File: config.mk
export PLATFORM = sky130hd
export DESIGN_NAME = regfile_scoreboard_flat
export DESIGN_NICKNAME = d
export VERILOG_FILES = /design/src/rtl/regfile_scoreboard_if.sv /design/src/rtl/regfile_scoreboard.sv /design/src/flat_wrapper.sv
export SDC_FILE = /design/constraint.sdc
export NUM_CORES = 1
export LEC_CHECK = 0
export BUFFER_PORTS_ARGS = -buffer_cell sky130_fd_sc_hd__buf_4
export CORE_MARGIN = 4
export CORE_UTILIZATION = 50
export CTS_BUF_LIST = sky130_fd_sc_hd__clkbuf_2 sky130_fd_sc_hd__clkbuf_4 sky130_fd_sc_hd__clkbuf_8
export DETAILED_ROUTE_END_ITERATION = 7
export PLACE_DENSITY = 0.72
export SYNTH_ARGS = -nofsm -noshare
export SYNTH_HDL_FRONTEND = slang
export SYNTH_SLANG_ARGS = --single-unit
File: constraint.sdc
create_clock -name clk -period 9.4 [get_ports clk]
set_input_delay 1.88 -clock clk [delete_from_list [all_inputs] [get_ports clk]]
set_output_delay 1.88 -clock clk [all_outputs]
set_load 0.01 [all_outputs]
File: src/rtl/regfile_scoreboard_if.sv
// regfile_scoreboard_if: writeback, load-issue and read-port bundle.
// master drives writes/sets/read addresses; slave is the register file.
interface regfile_scoreboard_if #(
    parameter int BITWIDTH        = 16,
    parameter int REGADDRBITWIDTH = 4,
    parameter int READPORTS       = 2,
    parameter int COUNTWIDTH      = 5
);
    logic                                 Write_En;
    logic [REGADDRBITWIDTH-1:0]           Write_Addr;
    logic [BITWIDTH-1:0]                  Write_Data;
    logic                                 Dirty_Set;
    logic [REGADDRBITWIDTH-1:0]           Dirty_Addr;
    logic                                 Mem_Write_En;
    logic [REGADDRBITWIDTH-1:0]           Mem_Write_Addr;
    logic [BITWIDTH-1:0]                  Mem_Write_Data;
    logic [READPORTS*REGADDRBITWIDTH-1:0] Read_Addr;
    logic [READPORTS*BITWIDTH-1:0]        Read_Data;
    logic [READPORTS-1:0]                 Read_Dirty;
    logic [COUNTWIDTH-1:0]                Dirty_Count;
    logic                                 Dirty_Conflict;
    logic                                 Collision_Error;

    modport master (
        output Write_En, Write_Addr, Write_Data,
        output Dirty_Set, Dirty_Addr,
        output Mem_Write_En, Mem_Write_Addr, Mem_Write_Data,
        output Read_Addr,
        input  Read_Data, Read_Dirty, Dirty_Count,
        input  Dirty_Conflict, Collision_Error
    );

    modport slave (
        input  Write_En, Write_Addr, Write_Data,
        input  Dirty_Set, Dirty_Addr,
        input  Mem_Write_En, Mem_Write_Addr, Mem_Write_Data,
        input  Read_Addr,
        output Read_Data, Read_Dirty, Dirty_Count,
        output Dirty_Conflict, Collision_Error
    );
endinterface

File: src/rtl/regfile_scoreboard.sv
// regfile_scoreboard: multi-port register file with per-register dirty scoreboard.
// Ports: clk, async_rst (async, active high), clk_en (global enable), bus (slave).
module regfile_scoreboard #(
    parameter int BITWIDTH        = 16,
    parameter int REGCOUNT        = 16,
    parameter int READPORTS       = 2,
    parameter int REGADDRBITWIDTH = $clog2(REGCOUNT),
    parameter int COUNTWIDTH      = $clog2(REGCOUNT) + 1
) (
    input logic                  clk,
    input logic                  async_rst,
    input logic                  clk_en,
    regfile_scoreboard_if.slave  bus
);
    logic [BITWIDTH-1:0]        regQ [REGCOUNT];
    logic [REGCOUNT-1:0]        dirtyQ;
    logic [COUNTWIDTH-1:0]      countQ;
    logic                       collisionQ;

    logic                       sameSetMem;
    logic                       setEff;
    logic                       clrEff;
    logic                       collide;

    logic [READPORTS*BITWIDTH-1:0] rdData;
    logic [READPORTS-1:0]          rdDirty;
    logic [REGADDRBITWIDTH-1:0]    ra;

    always_comb begin
        sameSetMem = bus.Dirty_Addr == bus.Mem_Write_Addr;
        setEff = bus.Dirty_Set && (bus.Dirty_Addr != '0)
                 && !dirtyQ[bus.Dirty_Addr];
        // A load return to a register that is re-issued in the same
        // cycle leaves it dirty, so it must not decrement the count.
        clrEff = bus.Mem_Write_En && (bus.Mem_Write_Addr != '0)
                 && dirtyQ[bus.Mem_Write_Addr]
                 && !(bus.Dirty_Set && sameSetMem);
        collide = bus.Write_En && bus.Mem_Write_En
                  && (bus.Write_Addr == bus.Mem_Write_Addr)
                  && (bus.Write_Addr != '0);
    end

    assign bus.Dirty_Conflict = clk_en && bus.Dirty_Set
                                && (bus.Dirty_Addr != '0)
                                && dirtyQ[bus.Dirty_Addr]
                                && !(bus.Mem_Write_En && sameSetMem);

    always_ff @(posedge clk or posedge async_rst) begin
        if (async_rst) begin
            for (int i = 0; i < REGCOUNT; i++) begin
                regQ[i] <= '0;
            end
            dirtyQ     <= '0;
            countQ     <= '0;
            collisionQ <= 1'b0;
        end else if (clk_en) begin
            // Entry 0 is never written; it stays at its reset value.
            for (int i = 1; i < REGCOUNT; i++) begin
                if (bus.Mem_Write_En
                    && bus.Mem_Write_Addr == REGADDRBITWIDTH'(i)) begin
                    regQ[i] <= bus.Mem_Write_Data;
                end else if (bus.Write_En
                    && bus.Write_Addr == REGADDRBITWIDTH'(i)) begin
                    regQ[i] <= bus.Write_Data;
                end
                if (bus.Dirty_Set
                    && bus.Dirty_Addr == REGADDRBITWIDTH'(i)) begin
                    dirtyQ[i] <= 1'b1;
                end else if (bus.Mem_Write_En
                    && bus.Mem_Write_Addr == REGADDRBITWIDTH'(i)) begin
                    dirtyQ[i] <= 1'b0;
                end
            end
            countQ <= countQ + COUNTWIDTH'(setEff)
                      - COUNTWIDTH'(clrEff);
            if (collide) begin
                collisionQ <= 1'b1;
            end
        end
    end

    // Read ports: load return bypass outranks ALU bypass, matching
    // the memory-wins write arbitration.
    always_comb begin
        rdData  = '0;
        rdDirty = '0;
        ra      = '0;
        for (int p = 0; p < READPORTS; p++) begin
            ra = bus.Read_Addr[p*REGADDRBITWIDTH +: REGADDRBITWIDTH];
            if (ra == '0) begin
                rdData[p*BITWIDTH +: BITWIDTH] = '0;
                rdDirty[p] = 1'b0;
            end else if (clk_en && bus.Mem_Write_En
                         && bus.Mem_Write_Addr == ra) begin
                rdData[p*BITWIDTH +: BITWIDTH] = bus.Mem_Write_Data;
                rdDirty[p] = 1'b0;
            end else if (clk_en && bus.Write_En
                         && bus.Write_Addr == ra) begin
                rdData[p*BITWIDTH +: BITWIDTH] = bus.Write_Data;
                rdDirty[p] = dirtyQ[ra];
            end else begin
                rdData[p*BITWIDTH +: BITWIDTH] = regQ[ra];
                rdDirty[p] = dirtyQ[ra];
            end
        end
    end

    assign bus.Read_Data       = rdData;
    assign bus.Read_Dirty      = rdDirty;
    assign bus.Dirty_Count     = countQ;
    assign bus.Collision_Error = collisionQ;
endmodule

File: src/flat_wrapper.sv
// flat-port wrapper written by rule: the top's interface ports become plain ports
module regfile_scoreboard_flat 
#(
    parameter int BITWIDTH        = 16,
    parameter int REGCOUNT        = 16,
    parameter int READPORTS       = 2,
    parameter int REGADDRBITWIDTH = $clog2(REGCOUNT),
    parameter int COUNTWIDTH      = $clog2(REGCOUNT) + 1
)
  (clk, async_rst, clk_en, bus_Write_En, bus_Write_Addr, bus_Write_Data, bus_Dirty_Set, bus_Dirty_Addr, bus_Mem_Write_En, bus_Mem_Write_Addr, bus_Mem_Write_Data, bus_Read_Addr, bus_Read_Data, bus_Read_Dirty, bus_Dirty_Count, bus_Dirty_Conflict, bus_Collision_Error);
  regfile_scoreboard_if #(.BITWIDTH(BITWIDTH), .REGADDRBITWIDTH(REGADDRBITWIDTH), .READPORTS(READPORTS), .COUNTWIDTH(COUNTWIDTH)) bus_i ();
  input logic clk;
  input logic async_rst;
  input logic clk_en;
  input wire logic [$bits(bus_i.Write_En)-1:0] bus_Write_En;
  input wire logic [$bits(bus_i.Write_Addr)-1:0] bus_Write_Addr;
  input wire logic [$bits(bus_i.Write_Data)-1:0] bus_Write_Data;
  input wire logic [$bits(bus_i.Dirty_Set)-1:0] bus_Dirty_Set;
  input wire logic [$bits(bus_i.Dirty_Addr)-1:0] bus_Dirty_Addr;
  input wire logic [$bits(bus_i.Mem_Write_En)-1:0] bus_Mem_Write_En;
  input wire logic [$bits(bus_i.Mem_Write_Addr)-1:0] bus_Mem_Write_Addr;
  input wire logic [$bits(bus_i.Mem_Write_Data)-1:0] bus_Mem_Write_Data;
  input wire logic [$bits(bus_i.Read_Addr)-1:0] bus_Read_Addr;
  output wire logic [$bits(bus_i.Read_Data)-1:0] bus_Read_Data;
  output wire logic [$bits(bus_i.Read_Dirty)-1:0] bus_Read_Dirty;
  output wire logic [$bits(bus_i.Dirty_Count)-1:0] bus_Dirty_Count;
  output wire logic [$bits(bus_i.Dirty_Conflict)-1:0] bus_Dirty_Conflict;
  output wire logic [$bits(bus_i.Collision_Error)-1:0] bus_Collision_Error;
  assign bus_i.Write_En = bus_Write_En;
  assign bus_i.Write_Addr = bus_Write_Addr;
  assign bus_i.Write_Data = bus_Write_Data;
  assign bus_i.Dirty_Set = bus_Dirty_Set;
  assign bus_i.Dirty_Addr = bus_Dirty_Addr;
  assign bus_i.Mem_Write_En = bus_Mem_Write_En;
  assign bus_i.Mem_Write_Addr = bus_Mem_Write_Addr;
  assign bus_i.Mem_Write_Data = bus_Mem_Write_Data;
  assign bus_i.Read_Addr = bus_Read_Addr;
  assign bus_Read_Data = bus_i.Read_Data;
  assign bus_Read_Dirty = bus_i.Read_Dirty;
  assign bus_Dirty_Count = bus_i.Dirty_Count;
  assign bus_Dirty_Conflict = bus_i.Dirty_Conflict;
  assign bus_Collision_Error = bus_i.Collision_Error;
  regfile_scoreboard #(.BITWIDTH(BITWIDTH), .REGCOUNT(REGCOUNT), .READPORTS(READPORTS), .REGADDRBITWIDTH(REGADDRBITWIDTH), .COUNTWIDTH(COUNTWIDTH)) u_core (.clk(clk), .async_rst(async_rst), .clk_en(clk_en), .bus(bus_i));
endmodule
==> metrics.txt, run 1 <==
status finished clean; Setup Buffers After CTS 0; first-pass GRT wire length 91430 um; worst slew pin tran 1215 ps; critical path peak fanout 39; Nets 1901; Seq/Total Area, Yosys between 30% and 40%; Pleak 8.412 nW; Rel. slew slack 18.58%; crit-path most repeated cell buf_4; proportion of synthesized flip-flops having asynchronous set or reset 100.0%; max-cap violations 0; Site Rows 69; crit-path cells buf_4, buf_4, xnor2_1, nand4_1, mux2_2, a22o_1, buf_4; hold-critical path depth 1; Crit path arrival time 4920 ps; final worst slack 2597 ps; Starting Density 50.62%; Synth Area per Inst 9.628 um2; mapped cell area 18000 um2; total number of vias 15490; Setup crit start kind primary input; vias in the first global route 15370; Worst-path clk slew roughly 60 ps; final setup TNS 0 ps; DP HPWL 36930 um; DR iter-0 viols 1696; initial antenna violation count 0; core area 35570 um2; Chip Width ~200 um; Num CTS Buffers 47; CTS tree built; Synth area leader dfrtp_1; dpl ws 2686 ps; Die ar. between 30000 and 40000 um2; WL final 59740 um; distinct cell type count after synthesis 59; Power Density 199.4 nW/um2; max-slew violations 0; Residual DRC 0; Global Route Usage Sum 30.01%; Antenna Violating Nets Remaining 0; critical path capture point type output port; hold violation count in the final report 0; Max clock buf depth 3; CTS Root Cell clkbuf_8; warning count from the yosys run 17; Hold Buf Count CTS 0; RSZ-0062 raised after global routing false; share of the synthesized area in the top cell type 36.28%; Worst VDD drop 0.09338 mV; Seq cells post-synth 261; syn nets 1934; critical path type primary input to output port; diode count 0; Final Cycle Share 72.37%; synth cell count leaders mux2i_1, o21ai_0, nand2_1; layout cells sized above 1 about a fifth; Tmin final 6803 ps; clock skew roughly 9 ps; final setup fails 0; Primary FF master, synth dfrtp_1; H-tree Lvls 2; RD Place Congestion 0.9145; input/output buffers 98; Synth area leaders dfrtp_1, mux2i_1, mux4_2; Vias/cell 6.636; Crit. path cell count 7; delay-heaviest family, CP buffers and inverters; Worst Path Required 7520 ps; TritonRoute pass-1 iters 7; worst path bufs/invs 3; I/O pins 99; Avg WL per Cell 25.60 um; largest net degree at the start of global routing 122; R2R depth 13; path type of the worst min-delay path register to register; Clk Latency, worst-skew pair 580 ps; cell count after synthesis 1870; most frequent cell after synthesis mux2i_1; grt ovf 0; die height 197.8 um; CTS Sinks 261; maximum clock frequency 0.1470 GHz; # resized after CTS 0; Layout area overhead 9.528%; Worst path max stage delay between 800 and 900 ps; CP max stage cell nand4_1; Post-synth EDFFs 0
metal layers:
| metal | vias up | wire length (um) | GRT usage, % |
|---|---|---|---|
| met5 | - | 0 | 0 |
| met1 | 7585 | 22840 | 39.38 |
| met2 | 977 | 27610 | 47.46 |
| met3 | 239 | 6078 | 6.517 |
| met4 | 0 | 3206 | 14.79 |
| li1 | 6688 | - | - |
power breakdown:
part / internal (W) / switching (W) / total [W] / leakage [nW]
combinational: 0.000525 / 0.000561 / 0.00109 / 4.58
clock: 0.000696 / 0.000502 / 0.00120 / 0.564
sequential: 0.00141 / 0.000242 / 0.00165 / 3.26
metrics by stage:
stage                     utilization [%]  hold slack [ps]  total power (W)  instances  instance area (um2)
after floorplan                         -            455.0         0.002357       1870                18000
after global placement              52.45            460.6         0.002667       2249                18660
after detailed placement            52.45            468.7         0.002723       2249                18660
after CTS                           55.44            481.9         0.003913       2334                19720
after global routing                55.44            516.4         0.004125       2334                19720
final                               55.44            473.5         0.003933       2334                19720
cell families (layout without fill, tap and decap cells):
| family | count (synthesis) | in the layout | synth area share, % |
|---|---|---|---|
| AOI/OAI and AO/OA | 480 | 480 | 15.26 |
| xor gates and xnor gates | 26 | 26 | 1.265 |
| adders and majority gates | 6 | 6 | 0.4587 |
| buffers and inverters | 234 | 237 | 6.227 |
| DFF | 261 | 261 | 36.28 |
| muxes | 418 | 418 | 29.47 |
| and+or+nand+nor | 445 | 445 | 11.04 |
layout by cell type, fill, tap and decap left out, drive strengths merged, types with 15 or more instances in the layout:
| cell | instances |
|---|---|
| and3 | 34 |
| xnor2 | 17 |
| a22oi | 58 |
| a31o | 15 |
| clkbuf | 78 |
| buf | 135 |
| dfrtp | 261 |
| o2bb2ai | 15 |
| nor2 | 57 |
| inv | 18 |
| o21ai | 331 |
| mux4 | 84 |
| nor2b | 17 |
| nand2 | 276 |
| mux2i | 322 |
| a21oi | 37 |
| nor3 | 17 |
worst reg2reg max path, delay by kind of cell (launching register included):
family | cells | cell delay [ps]
XOR/XNOR | 1 | 140
adder cells (fa/ha/maj) | 3 | 850
multiplexers | 2 | 980
flip-flops | 1 | 420
AND/OR/NAND/NOR | 3 | 490
buffers and inverters | 2 | 110
AO/OA/AOI/OAI | 2 | 290
state kept, by name (all words and copies together), names as in the netlist:
signal	cells
u_core.bus.Collision_Error	1
u_core.regQ	240
u_core.dirtyQ	15
u_core.bus.Dirty_Count	5
area by class of cell:
type | instances | area, um2
timing repair buffer | 135 | 1013
clock inverter | 7 | 66.31
sequential | 261 | 6531
clock buffer | 78 | 998.5
multi-input combinational | 1375 | 10460
fill | 3126 | 15850
inverter | 17 | 71.32
tap | 461 | 576.8
final timing paths:
check	from	end	slack (ps)
worst min-delay path	u_core.bus.Dirty_Count[4]	u_core.bus.Dirty_Count[4]	470
worst min register to register	u_core.bus.Dirty_Count[4]	u_core.bus.Dirty_Count[4]	470
max in group asynchronous	async_rst	u_core.regQ[197]	6350
worst max register to register	u_core.dirtyQ[7]	u_core.bus.Dirty_Count[4]	6050
min in group asynchronous	async_rst	u_core.regQ[18]	1430
worst max-delay path	bus_Read_Addr[5]	bus_Read_Data[30]	2600
(Power assumes the default switching activity.)
==> run 2: changes to the inputs <==
- clock period: 9.4 -> 6 ns (I/O delays scaled with it)
==> metrics.txt, run 2 (synthesis gave the netlist of run 1 again) <==
layout cells sized above 1 a little under a fifth; Layout area overhead 9.354%; Critical Path End bus_Read_Data[27]; input/output buffers 98; RD Place Congestion 0.9558; Tmin final 4893 ps; first-pass GRT wire length ~89000 um; CP max stage cell nor3b_2; die height between 150 and 200 um; cell area after layout 19690 um2; Power Density 308.0 nW/um2; Crit Reg-Reg Endpoint u_core.bus.Dirty_Count[4]; Cell Area, Placed 18700 um2; max-slew violations 0; commonest non-fill, non-tap cell in the layout mux2i_1; worst slew pin tran ~1200 ps; delay-heaviest family, CP simple AND/OR/NAND/NOR gates; Setup crit start kind primary input; initial antenna violation count 3; path type of the worst min-delay path register to register; # resized after CTS 0; Crit path arrival time approximately 3700 ps; Num CTS Buffers 47; clock skew roughly 2.8 ps; CTS Root Cell clkbuf_8; grt ovf 0; Worst Setup SP bus_Read_Addr[5]; maximum clock frequency 0.2044 GHz; commonest non-fill, non-tap cells in the layout mux2i_1, o21ai_0, nand2_1; Global Route Usage Sum 28.73%; Residual DRC 0; hold violation count in the final report 0; RSZ-0062 raised after global routing false; core area about 36000 um2; Antenna Violating Nets Remaining 0; Crit. path cell count 7; Worst-path clk slew 70 ps; Avg WL per Cell 24.29 um; Max clock buf depth 3; Site Rows 69; DR iter-0 viols about 1500; Hold Buf Count CTS 0; final setup TNS 0 ps; crit-path cells buf_4, nor3b_2, o2bb2ai_1, o21ai_0, and3_1, o21ai_1, buf_4; CTS tree built; vias in the first global route 15200; CTS Sinks approximately 260; I/O pins 99; total number of vias 15350; critical path capture point type output port; Chip Width just under 200 um; WL final 56830 um; critical path peak fanout 41; Worst VDD drop 0.1594 mV; Pleak 8.403 nW; worst r2r src u_core.dirtyQ[7]; Die ar. approximately 39000 um2; worst path bufs/invs 2; Final Cycle Share 81.56%; H-tree Lvls 2; Rel. slew slack 22.02%; Nets between 1500 and 2000; Starting Density 50.62%; Vias/cell ~6.6; Biggest register u_core.regQ; crit-path most repeated cell buf_4; final setup fails 0; Clk Latency, worst-skew pair approximately 590 ps; max reg flops 240; critical path type primary input to output port; largest net degree at the start of global routing 137; Setup Buffers After CTS 0; R2R depth 13; status finished clean; max-cap violations 0; TritonRoute pass-1 iters 8; Worst Path Required 4800 ps; DP HPWL 37260 um; reg2reg setup slack 2650 ps; Worst path max stage delay ~850 ps
-- run 2: through the flow --
stage | power (W) | setup slack, ps | std cells | hold WS (ps) | utilization (%)
6_report | 0.006064 | 1107 | 2339 | 491.6 | 55.35
5_1_grt | 0.006392 | 1070 | 2339 | 521.4 | 55.35
4_1_cts | 0.006051 | 1217 | 2338 | 489.5 | 55.35
3_5_place_dp | 0.004270 | 1223 | 2256 | 476.7 | 52.59
3_3_place_gp | 0.004188 | 1323 | 2256 | 462.7 | 52.59
2_1_floorplan | 0.003694 | 1358 | 1870 | 455.0 | -
-- run 2: routing by layer --
metal  part of all wire [%]  track usage, %  vias to the layer above  routed length (um)
met5                  0.042               0                        -                  24
met4                    4.1           11.43                        4                2334
met3                    8.9           5.275                      196                5043
met2                     46           44.99                      822               26070
met1                     41           39.93                     7620               23350
li1                       -               -                     6707                   -
-- run 2: how the worst min path moves through the flow --
stage                                 end  cells after the start                        from
6_report       u_core.bus.Collision_Error                      1  u_core.bus.Collision_Error
5_1_grt        u_core.bus.Collision_Error                      1  u_core.bus.Collision_Error
4_1_cts                  u_core.regQ[175]                      2            u_core.regQ[175]
3_5_place_dp             u_core.regQ[175]                      2            u_core.regQ[175]
3_3_place_gp    u_core.bus.Dirty_Count[4]                      1   u_core.bus.Dirty_Count[4]
2_1_floorplan            u_core.regQ[175]                      2            u_core.regQ[175]
-- run 2: area by class of cell --
class / instances / area (um2)
Sequential cell: 261 / 6531
Fill cell: 3140 / 15880
Multi-Input combinational cell: 1375 / 10440
Inverter: 17 / 67.56
Clock buffer: 74 / 924.6
Tap cell: 461 / 576.8
Clock inverter: 8 / 57.56
Timing Repair Buffer: 142 / 1091
Antenna cell: 1 / 2.502
-- run 2: where the power goes --
group	switching (W)	internal, W
combinational	0.000867	0.000823
clock	0.000804	0.000978
sequential	0.000387	0.00220
total	0.00206	0.00401
